`src/rtl/uart_pkg.sv`:
```
// Shared UART definitions: FSM state encodings, parity-mode constants and the
// 3-sample majority vote used by both the receiver and the matching transmitter.
package uart_pkg;

    typedef enum logic [2:0] {
        ST_IDLE   = 3'd0,
        ST_START  = 3'd1,
        ST_DATA   = 3'd2,
        ST_PARITY = 3'd3,
        ST_STOP   = 3'd4
    } uart_state_e;

    localparam logic PAR_EVEN = 1'b0;
    localparam logic PAR_ODD  = 1'b1;

    function automatic logic majority3(input logic a, input logic b, input logic c);
        return (a & b) | (a & c) | (b & c);
    endfunction

endpackage

```
`src/rtl/uart_rx_sampler.sv`:
```
// Line front end: 2-flop synchroniser plus a tick-enabled sample history that,
// together with the live synchronised value, forms the 3-tap majority vote.
module uart_rx_sampler
    import uart_pkg::*;
(
    input  logic clk,
    input  logic reset,
    input  logic data_i,
    input  logic tick_i,
    output logic rx_s_o,
    output logic bit_o
);

    logic       sync1_q;
    logic       sync2_q;
    logic [1:0] hist_q;

    always_ff @(posedge clk) begin
        if (reset) begin
            sync1_q <= 1'b1;
            sync2_q <= 1'b1;
            hist_q  <= 2'b11;
        end else begin
            sync1_q <= data_i;
            sync2_q <= sync1_q;
            if (tick_i) begin
                hist_q <= {hist_q[0], sync2_q};
            end
        end
    end

    // On the deciding tick the third sample is the one being taken right now,
    // so the vote combines the two stored ticks with the live value.
    assign rx_s_o = sync2_q;
    assign bit_o  = majority3(hist_q[1], hist_q[0], sync2_q);

endmodule

```
`src/rtl/uart_rx_param.sv`:
```
// Parametrised oversampled UART receiver with majority voting, optional parity,
// 1 or 2 stop bits, frame/parity/break/overrun status and a valid/ready output.
module uart_rx_param
    import uart_pkg::*;
#(
    parameter int DATA_BITS  = 8,
    parameter int OVERSAMPLE = 16,
    parameter int STOP_BITS  = 1,
    parameter int PARITY_EN  = 0,
    parameter int PARITY_ODD = 0
) (
    input  logic                 clk,
    input  logic                 reset,
    input  logic                 data_in,
    input  logic                 timer_done,
    output logic [DATA_BITS-1:0] rx_data,
    output logic                 rx_valid,
    input  logic                 rx_ready,
    output logic                 rx_done,
    output logic                 parity_err,
    output logic                 frame_err,
    output logic                 break_det,
    output logic                 overrun,
    input  logic                 clr_err,
    output uart_state_e          dbg_state
);

    localparam int CW = $clog2(OVERSAMPLE);
    localparam int NW = $clog2(DATA_BITS);
    localparam logic [CW-1:0] CNT_LAST    = CW'(OVERSAMPLE - 1);
    localparam logic [CW-1:0] CNT_HALF    = CW'(OVERSAMPLE / 2 - 1);
    localparam logic [NW-1:0] N_DATA_LAST = NW'(DATA_BITS - 1);
    localparam logic [NW-1:0] N_STOP_LAST = NW'(STOP_BITS - 1);
    localparam logic          PAR_SENSE   = (PARITY_ODD != 0) ? PAR_ODD : PAR_EVEN;

    uart_state_e          state_q, state_d;
    logic [CW-1:0]        cnt_q, cnt_d;
    logic [NW-1:0]        n_q, n_d;
    logic [DATA_BITS-1:0] shreg_q, shreg_d;
    logic                 perr_q, perr_d;
    logic                 ferr_q, ferr_d;
    logic                 frame_end;
    logic                 cnt_wrap;

    logic                 rx_s;
    logic                 samp_bit;

    logic [DATA_BITS-1:0] rx_data_q;
    logic                 rx_valid_q;
    logic                 rx_done_q;
    logic                 parity_err_q;
    logic                 frame_err_q;
    logic                 break_det_q;
    logic                 overrun_q;

    uart_rx_sampler u_sampler (
        .clk    (clk),
        .reset  (reset),
        .data_i (data_in),
        .tick_i (timer_done),
        .rx_s_o (rx_s),
        .bit_o  (samp_bit)
    );

    always_ff @(posedge clk) begin
        if (reset) begin
            state_q <= ST_IDLE;
            cnt_q   <= '0;
            n_q     <= '0;
            shreg_q <= '0;
            perr_q  <= 1'b0;
            ferr_q  <= 1'b0;
        end else begin
            state_q <= state_d;
            cnt_q   <= cnt_d;
            n_q     <= n_d;
            shreg_q <= shreg_d;
            perr_q  <= perr_d;
            ferr_q  <= ferr_d;
        end
    end

    always_comb begin
        state_d   = state_q;
        cnt_d     = cnt_q;
        n_d       = n_q;
        shreg_d   = shreg_q;
        perr_d    = perr_q;
        ferr_d    = ferr_q;
        frame_end = 1'b0;
        cnt_wrap  = (cnt_q == CNT_LAST);

        unique case (state_q)
            ST_IDLE: begin
                cnt_d = '0;
                if (!rx_s) begin
                    state_d = ST_START;
                end
            end

            // Half a bit into the start bit: a line back high is a glitch.
            // Otherwise restart the counter so later wraps land on bit centres.
            ST_START: begin
                if (timer_done) begin
                    if (cnt_q == CNT_HALF) begin
                        cnt_d = '0;
                        if (rx_s) begin
                            state_d = ST_IDLE;
                        end else begin
                            n_d     = '0;
                            perr_d  = 1'b0;
                            ferr_d  = 1'b0;
                            state_d = ST_DATA;
                        end
                    end else begin
                        cnt_d = cnt_q + 1'b1;
                    end
                end
            end

            ST_DATA: begin
                if (timer_done) begin
                    cnt_d = cnt_q + 1'b1;
                    if (cnt_wrap) begin
                        shreg_d = {samp_bit, shreg_q[DATA_BITS-1:1]};
                        if (n_q == N_DATA_LAST) begin
                            n_d     = '0;
                            state_d = (PARITY_EN != 0) ? ST_PARITY : ST_STOP;
                        end else begin
                            n_d = n_q + 1'b1;
                        end
                    end
                end
            end

            ST_PARITY: begin
                if (timer_done) begin
                    cnt_d = cnt_q + 1'b1;
                    if (cnt_wrap) begin
                        perr_d  = (^shreg_q) ^ samp_bit ^ PAR_SENSE;
                        n_d     = '0;
                        state_d = ST_STOP;
                    end
                end
            end

            // Completing at the centre of the last stop bit leaves half a bit
            // of margin to catch a back-to-back start edge.
            ST_STOP: begin
                if (timer_done) begin
                    cnt_d = cnt_q + 1'b1;
                    if (cnt_wrap) begin
                        if (!samp_bit) begin
                            ferr_d = 1'b1;
                        end
                        if (n_q == N_STOP_LAST) begin
                            frame_end = 1'b1;
                            state_d   = ST_IDLE;
                        end else begin
                            n_d = n_q + 1'b1;
                        end
                    end
                end
            end

            default: begin
                state_d = ST_IDLE;
            end
        endcase
    end

    // Output handshake: rx_valid/rx_data form a valid/ready channel. A frame is
    // transferred on any cycle where rx_valid & rx_ready; rx_valid then drops
    // unless a new frame completes in that same cycle. Data and per-frame flags
    // hold after transfer. A completion while an untaken frame is still
    // presented (rx_valid & !rx_ready) overwrites it and sets sticky overrun.
    always_ff @(posedge clk) begin
        if (reset) begin
            rx_data_q    <= '0;
            rx_valid_q   <= 1'b0;
            rx_done_q    <= 1'b0;
            parity_err_q <= 1'b0;
            frame_err_q  <= 1'b0;
            break_det_q  <= 1'b0;
            overrun_q    <= 1'b0;
        end else begin
            rx_done_q <= frame_end;
            if (frame_end) begin
                rx_data_q    <= shreg_q;
                parity_err_q <= perr_q;
                frame_err_q  <= ferr_d;
                break_det_q  <= (shreg_q == '0) & ferr_d;
                rx_valid_q   <= 1'b1;
            end else if (rx_valid_q && rx_ready) begin
                rx_valid_q <= 1'b0;
            end

            if (frame_end && rx_valid_q && !rx_ready) begin
                overrun_q <= 1'b1;
            end else if (clr_err) begin
                overrun_q <= 1'b0;
            end
        end
    end

    assign rx_data    = rx_data_q;
    assign rx_valid   = rx_valid_q;
    assign rx_done    = rx_done_q;
    assign parity_err = parity_err_q;
    assign frame_err  = frame_err_q;
    assign break_det  = break_det_q;
    assign overrun    = overrun_q;
    assign dbg_state  = state_q;

endmodule

```
`config.mk`:
```
export PLATFORM = sky130hd
export DESIGN_NAME = uart_rx_param
export DESIGN_NICKNAME = d
export VERILOG_FILES = /design/src/rtl/uart_pkg.sv /design/src/rtl/uart_rx_sampler.sv /design/src/rtl/uart_rx_param.sv
export SDC_FILE = /design/constraint.sdc
export NUM_CORES = 1
export LEC_CHECK = 0
export CAP_MARGIN = 15
export CELL_PAD_IN_SITES_DETAIL_PLACEMENT = 2
export CELL_PAD_IN_SITES_GLOBAL_PLACEMENT = 2
export CORE_ASPECT_RATIO = 2
export CORE_MARGIN = 2
export CORE_UTILIZATION = 30
export DETAILED_ROUTE_END_ITERATION = 6
export GPL_TIMING_DRIVEN = 0
export PLACE_DENSITY_LB_ADDON = 0.1
export SKIP_LAST_GASP = 1
export SYNTH_ARGS = -nofsm -noshare
export SYNTH_HDL_FRONTEND = slang
export SYNTH_SLANG_ARGS = --single-unit
```
`constraint.sdc`:
```
create_clock -name clk -period 1.88 [get_ports clk]
set_clock_uncertainty 0.1 [all_clocks]
set_input_delay 0.188 -clock clk [delete_from_list [all_inputs] [get_ports clk]]
set_output_delay 0.188 -clock clk [all_outputs]
set_load 0.05 [all_outputs]
```
==> impl_metrics.prom <==
# TYPE chip_impl_metric gauge
chip_impl_info{name="outcome",value="finished with violations"} 1
chip_impl_info{name="failed_checks",value="negative setup slack"} 1
chip_impl_metric{name="gp_congestion",unit=""} 0.749
chip_impl_metric{name="io_buffer_count",unit=""} 21
chip_impl_info{name="worst_setup_path_start_kind",value="flop"} 1
chip_impl_metric{name="cts_made_buffers",unit=""} 5
chip_impl_info{name="cpMaxStageDelayCell",value="sky130_fd_sc_hd__or4_1"} 1
chip_impl_metric{name="clk_latency",unit="ns"} 0.29
chip_impl_info{name="synth.most_common_cell",value="sky130_fd_sc_hd__dfxtp_1"} 1
chip_impl_metric{name="starting_density_of_the_core",unit=""} 0.310
chip_impl_metric{name="postSynthCellCount",unit=""} 214
chip_impl_metric{name="first_pass_iters",unit=""} 4
chip_impl_metric{name="synth_nets",unit=""} 228
chip_impl_metric{name="yosysSeqAreaShare",unit=""} 0.409
chip_impl_metric{name="wl_per_cell",unit="um"} 18.5
chip_impl_metric{name="first_global_vias",unit=""} 1810
chip_impl_metric{name="netlist-cell-type-count",unit=""} 44
chip_impl_metric{name="peak_ir_drop_on_the_vdd_network",unit="mV"} 0.507
chip_impl_info{name="timing.rr.end",value="dbg_state[1]"} 1
chip_impl_metric{name="cts_hold_repair.buffers",unit=""} 0
chip_impl_metric{name="r2r.worst_path.cells",unit=""} 6
chip_impl_metric{name="antenna-diode-count",unit=""} 0
chip_impl_info{name="hold_class",value="primary input to flop"} 1
chip_impl_info{name="tritoncts",value="built"} 1
chip_impl_metric{name="cts_sinks",unit=""} 38
chip_impl_info{name="netlist_top_cells_count",value="sky130_fd_sc_hd__dfxtp_1 (38), sky130_fd_sc_hd__nand2_1 (24), sky130_fd_sc_hd__nor2_1 (24), sky130_fd_sc_hd__a21oi_1 (13), sky130_fd_sc_hd__inv_1 (13)"} 1
chip_impl_metric{name="floorplan.rows",unit=""} 40
chip_impl_metric{name="period_minus_slack",unit="ns"} 1.91
chip_impl_metric{name="core_region_area",unit="sq um"} 6010
chip_impl_metric{name="finalNonFillerCells",unit=""} 315
chip_impl_metric{name="grt_usage",unit=""} 0.188
chip_impl_metric{name="maxCapViolations",unit=""} 0
chip_impl_info{name="cp-end-kind",value="flop"} 1
chip_impl_metric{name="grt_start_max_net_pins",unit=""} 12
chip_impl_info{name="critPathLaunch",value="dbg_state[1]"} 1
chip_impl_metric{name="synth_seq_cells",unit=""} 38
chip_impl_metric{name="die_height",unit="um"} 115
chip_impl_metric{name="dpl.hpwl",unit="mm"} 4.16
chip_impl_metric{name="num_io_pins",unit=""} 23
chip_impl_metric{name="synth_async_sr_flop_share",unit=""} 0
chip_impl_metric{name="clk_path_buf_depth",unit=""} 2
chip_impl_info{name="critical_path_class",value="flop to flop"} 1
chip_impl_metric{name="slew-limit-headroom",unit=""} 0.622
chip_impl_metric{name="final_layout_size_suffix_gt1_frac",unit=""} 0.218
chip_impl_info{name="clk_root_buffer_cell",value="sky130_fd_sc_hd__clkbuf_16"} 1
chip_impl_metric{name="vias",unit=""} 1650
chip_impl_metric{name="timing_max_transition_violations_final",unit=""} 0
chip_impl_metric{name="design.final.nets",unit=""} 266
chip_impl_metric{name="design_power_total",unit="uW"} 2090
chip_impl_metric{name="power-per-cell-area",unit="nW/um^2"} 833
chip_impl_metric{name="critical_path.n_buffers_inverters",unit=""} 1
chip_impl_metric{name="cp_max_fo",unit=""} 10
chip_impl_info{name="netlist.top_cell.by_area",value="sky130_fd_sc_hd__dfxtp_1"} 1
chip_impl_metric{name="first_iter_violations",unit=""} 32
chip_impl_metric{name="holdWs",unit="ns"} 0.122
chip_impl_metric{name="yosys.area.top_type_share",unit=""} 0.409
chip_impl_metric{name="final_setup_viols",unit=""} 2
chip_impl_metric{name="synth_edf_count",unit=""} 0
chip_impl_metric{name="part_of_the_cycle_the_worst_path_needs",unit=""} 1.01
chip_impl_metric{name="timing.setup.tns",unit="ns"} -0.0314
chip_impl_metric{name="fmax",unit="GHz"} 0.524
chip_impl_info{name="synth_flop_cell",value="sky130_fd_sc_hd__dfxtp_1"} 1
chip_impl_metric{name="fillCellCount",unit=""} 666
chip_impl_metric{name="totalWireLength",unit="mm"} 5.83
chip_impl_metric{name="drt_drc",unit=""} 0
chip_impl_metric{name="worst_setup_hold_path_clk_slew",unit="ns"} 0.06
chip_impl_metric{name="area.growth.synth_to_final",unit="%"} 35.1
chip_impl_metric{name="timing_worst_slew_pin_value",unit="ns"} 0.567
chip_impl_metric{name="grt_remaining_overflow",unit=""} 0
chip_impl_metric{name="number_of_levels_the_h_tree_was_split_into",unit=""} 2
chip_impl_metric{name="finalHoldViolCount",unit=""} 0
chip_impl_metric{name="viasPerCell",unit=""} 5.24
chip_impl_metric{name="fin_worst_setup_slack",unit="ns"} -0.0266
chip_impl_info{name="worst_r2r_startpoint",value="dbg_state[1]"} 1
chip_impl_metric{name="dp.cells",unit=""} 298
chip_impl_metric{name="fp.dieW",unit="um"} 59.7
chip_impl_metric{name="worst-r2r-setup-slack",unit="ns"} -0.03
chip_impl_metric{name="synthesis.yosys.warnings",unit=""} 0
chip_impl_metric{name="critical_path_depth",unit=""} 6
chip_impl_metric{name="ant_nets",unit=""} 0
chip_impl_metric{name="critical_path_arrival",unit="ns"} 1.99
chip_impl_metric{name="critPathRequiredTime",unit="ns"} 1.96
chip_impl_info{name="worstPathCellList",value="buf_4 -> or2_2 -> nand3_1 -> nand2_1 -> or4_1 -> o31ai_1"} 1
chip_impl_info{name="cp-endpoint",value="dbg_state[1]"} 1
chip_impl_metric{name="synthesis.area_per_instance",unit="sq um"} 8.69
chip_impl_info{name="rsz0062_at_grt",value="true"} 1
chip_impl_metric{name="grt_first_pass_wirelength",unit="mm"} 9.47
chip_impl_metric{name="antenna_violations_before_repair",unit=""} 0
chip_impl_metric{name="total_leakage_power",unit="uW"} 0.000891
chip_impl_info{name="synth_top_cells_by_area",value="sky130_fd_sc_hd__dfxtp_1 (41%), sky130_fd_sc_hd__ha_1 (5.4%), sky130_fd_sc_hd__mux2i_1 (5.4%)"} 1
chip_impl_metric{name="critical-path-max-stage-delay",unit="ns"} 0.51
chip_impl_metric{name="die-area",unit="sq um"} 6880
chip_impl_info{name="critical-path-top-delay-family",value="simple AND/OR/NAND/NOR gates"} 1
chip_impl_metric{name="netlist_area",unit="sq um"} 1860
sequential cells by signal, summed over array words and instances, names as in the netlist, 2 cells and up:
name	cells
cnt_q	4
dbg_state	3
n_q	3
rx_data	8
shreg_q	8
u_sampler.hist_q	2
layout make-up:
class	count	area [sq um]	share of cell area
clock buffers	6	129	0.0513
plain buffers	9	51.3	0.0204
clock inverters	1	6.26	0.00249
inverters	13	48.8	0.0194
multi-input cells	151	1090	0.432
well taps	63	78.8	0.0314
repair buffers	34	333	0.132
flip-flops and latches	38	779	0.310
through the flow:
stage               instance area [sq um]   util  setup WS (ns)
global route                         2510  0.418        -0.0640
CTS                                  2390  0.399         -0.107
global placement                     2190  0.365         -0.290
finish                               2510  0.418        -0.0266
floorplan                            1910      -        -0.0471
detailed placement                   2190  0.365         -0.303
cell families (layout without fill, tap and decap cells):
kind of cell,after synthesis,after routing,share of synthesized area
AO/OA/AOI/OAI,38,38,0.137
AND/OR/NAND/NOR,84,84,0.234
multiplexers,10,10,0.0538
buffers and inverters,25,63,0.0599
adder cells (fa/ha/maj),9,9,0.0592
XOR/XNOR,10,10,0.0471
flip-flops,38,38,0.409
layout by cell type (no fill, tap or decap), types with 2 or more instances in the layout:
| cell | instances |
|---|---|
| sky130_fd_sc_hd__clkbuf_1 | 4 |
| sky130_fd_sc_hd__nand3_1 | 4 |
| sky130_fd_sc_hd__mux2i_1 | 10 |
| sky130_fd_sc_hd__nand4_1 | 2 |
| sky130_fd_sc_hd__nand2_1 | 24 |
| sky130_fd_sc_hd__clkbuf_16 | 5 |
| sky130_fd_sc_hd__xor2_1 | 2 |
| sky130_fd_sc_hd__dfxtp_4 | 4 |
| sky130_fd_sc_hd__inv_1 | 12 |
| sky130_fd_sc_hd__dfxtp_2 | 3 |
| sky130_fd_sc_hd__o21ai_0 | 4 |
| sky130_fd_sc_hd__ha_1 | 7 |
| sky130_fd_sc_hd__nor2_1 | 22 |
| sky130_fd_sc_hd__nor2b_1 | 6 |
| sky130_fd_sc_hd__a211oi_2 | 2 |
| sky130_fd_sc_hd__clkbuf_2 | 2 |
| sky130_fd_sc_hd__clkdlybuf4s50_1 | 21 |
| sky130_fd_sc_hd__a21oi_1 | 13 |
| sky130_fd_sc_hd__nor3_4 | 2 |
| sky130_fd_sc_hd__buf_12 | 2 |
| sky130_fd_sc_hd__or2_2 | 3 |
| sky130_fd_sc_hd__xnor2_1 | 6 |
| sky130_fd_sc_hd__buf_4 | 14 |
| sky130_fd_sc_hd__nor3_1 | 5 |
| sky130_fd_sc_hd__o21a_1 | 3 |
| sky130_fd_sc_hd__a211o_1 | 3 |
| sky130_fd_sc_hd__nand2b_1 | 3 |
| sky130_fd_sc_hd__dfxtp_1 | 31 |
| sky130_fd_sc_hd__o22ai_1 | 3 |
| sky130_fd_sc_hd__nor2_2 | 2 |
layer usage:
metal,vias up,global-route usage,share of wire
li1,801,-,-
met1,821,0.188,0.37
met2,21,0.364,0.60
met3,7,0.0315,0.019
met4,0,0.0711,0.017
met5,-,0,0
repair_timing:
action	CTS	global route
buffers inserted	6	7
gates resized for setup	6	23
hold endpoints to repair	0	0
endpoints found under the setup margin	18	28
pin swaps	4	9
worst min path at each step:
stage	from	to	slack, ns	cells past startpoint
floorplan	data_in	u_sampler.sync1_q	0.19	1
global placement	u_sampler.sync1_q	u_sampler.rx_s_o	0.29	1
detailed placement	u_sampler.sync1_q	u_sampler.rx_s_o	0.30	1
CTS	timer_done	u_sampler.hist_q[0]	0.12	2
global route	timer_done	u_sampler.hist_q[1]	0.14	2
finish	timer_done	u_sampler.hist_q[0]	0.12	2
where the power goes:
group | switching [uW] | leakage (uW) | internal, uW
clock | 337 | 0.0000673 | 485
combinational | 214 | 0.000512 | 197
sequential | 35.0 | 0.000312 | 825
total | 586 | 0.000891 | 1510
(Power assumes the default switching activity.)
==> variant, RTL diff (same flow settings) <==
Set the parameter `PARITY_EN` to 1 (it was 0).
--- a/src/rtl/uart_rx_param.sv
+++ b/src/rtl/uart_rx_param.sv
@@ -6,7 +6,7 @@
     parameter int DATA_BITS  = 8,
     parameter int OVERSAMPLE = 16,
     parameter int STOP_BITS  = 1,
-    parameter int PARITY_EN  = 0,
+    parameter int PARITY_EN  = 1,
     parameter int PARITY_ODD = 0
 ) (
     input  logic                 clk,
Behaviour: same outputs for any inputs over 10 cycles, from zero or initial values and one cycle with reset high; that may be too few to reach the edited logic, so the function may still have changed.
==> variant against the original RTL <==
Routed wire length down 11%. Synthesized area rose by 1.7%. Highest routed layer unchanged. Sequential cell count is the same. Via count is 1.2% lower. Sequential share of layout area is 0.29 points higher. Worst setup slack gained 0.069 ns. Design area fell by 2.8%. Critical endpoint is now n_q[0].
Power is not compared: it rests on default switching activity, and its combinational part moved more than twofold at a synthesized area within 25%.
==> variant: results (changes against the original RTL) <==
INFO  metric synth_fp_nets = 229 (was 228)
INFO  metric place.detailed.hpwl = 3585 um (was 4164 um)
INFO  metric final.signal_inverter_count = 15 (was 13)
INFO  metric holdPathEnd = u_sampler.hist_q[1] (was u_sampler.hist_q[0])
INFO  metric nonClkBufAreaFrac = 0.1271 (was 0.1529)
INFO  metric synth_commonest_cells = dfxtp_1 (38), nand2_1 (24), a21oi_1 (15), inv_1 (15), nor2_1 (14) (was dfxtp_1 (38), nand2_1 (24), nor2_1 (24))
INFO  metric seq_area_frac_synth = 0.4024 (was 0.4092)
INFO  metric fin_setup_tns = 0 ns (was -0.03139 ns)
INFO  metric share_of_the_synthesized_area_in_compound_gates_ao_oa_aoi_oai = 0.1423 (was 0.1366)
INFO  metric clk_share = 0.06202 (was 0.05379)
INFO  metric yosys-mux-area-fraction = 0.07148 (was 0.05384)
INFO  metric clk-insertion-delay-late = 0.28 ns
INFO  metric run_status = finished, final reports clean (was finished with violations)
INFO  metric placedInstanceArea = 0.002211 mm^2 (was 0.002195 mm^2)
INFO  metric grt_pass1_vias = 1,743 (was 1,810)
INFO  metric signal_buffers = 37 (was 43)
INFO  metric r2r-end = n_q[0] (was dbg_state[1])
INFO  metric detailedRoute.firstIterationViolations = 34 (was 32)
INFO  metric routedWlPerCell = 15.58 um (was 18.51 um)
INFO  metric critical-path-slowest-cell = dfxtp_1 (was or4_1)
INFO  metric synthAdderAreaFrac = 0.05824 (was 0.05922)
INFO  metric timing.hold.worst.class = primary input to register (unchanged)
INFO  metric cts_repair_resize_count = 5 (was 6)
INFO  metric worst_setup_path_endpoint = n_q[0] (was dbg_state[1])
INFO  metric post_cts.repair.setup_buffers = 0 (was 6)
INFO  metric max_slew.worst_pin.slew = 0.5023 ns (was 0.5671 ns)
INFO  metric number_of_combinational_gates_with_multiple_inputs = 148 (was 151)
INFO  metric final.fill_count = 730 (was 666)
INFO  metric cp.depth = 5 (was 6)
INFO  metric seq_share = 0.3132 (was 0.3103)
INFO  metric cpPeakStageDelay = 0.39 ns (was 0.51 ns)
INFO  metric routabilityCongestion = 0.7217 (was 0.7493)
INFO  metric synthesized_area_fraction_occupied_by_xor_and_xnor_cells = 0.02780 (was 0.04711)
INFO  metric ff2ff_setup_slack = 0.04 ns (was -0.03 ns)
INFO  metric final_nets = 259 (was 266)
INFO  metric synth_cell_types = 50 (was 44)
INFO  metric grt_first_pass_wirelength = 8825 um (was 9473 um)
INFO  metric portion_of_the_clock_cycle_consumed_by_the_worst_path_in_the_final_layout = 0.9775 (was 1.014)
variant: cell count changes in the layout (fill, tap and decap cells not counted), sizes merged, moves of 3 or more:
cell	before	now
nor3	7	3
nand2b	3	6
buf	16	11
xnor2	7	4
o21a	3	0
a21oi	13	16
nor2	24	15
variant: routing by layer:
metal / vias to the layer above / part of all wire / global-route usage
met2: 21 / 0.52 / 0.2761
li1: 799 / - / -
met3: 7 / 0.025 / 0.03544
met4: 0 / 0.017 / 0.06222
met5: - / 0 / 0
met1: 804 / 0.44 / 0.2126
variant: per-stage QoR:
step	power, mW	instances	util
after floorplan	0.8902	215	-
after global placement	0.9189	322	0.3562
after detailed placement	0.9212	322	0.3562
after CTS	1.798	330	0.3830
after global routing	1.846	332	0.3933
final	1.767	332	0.3933
variant: report_power, final:
group	switching, mW	internal (mW)
sequential	0.00749	0.813
clock	0.335	0.525
combinational	0.0510	0.0359
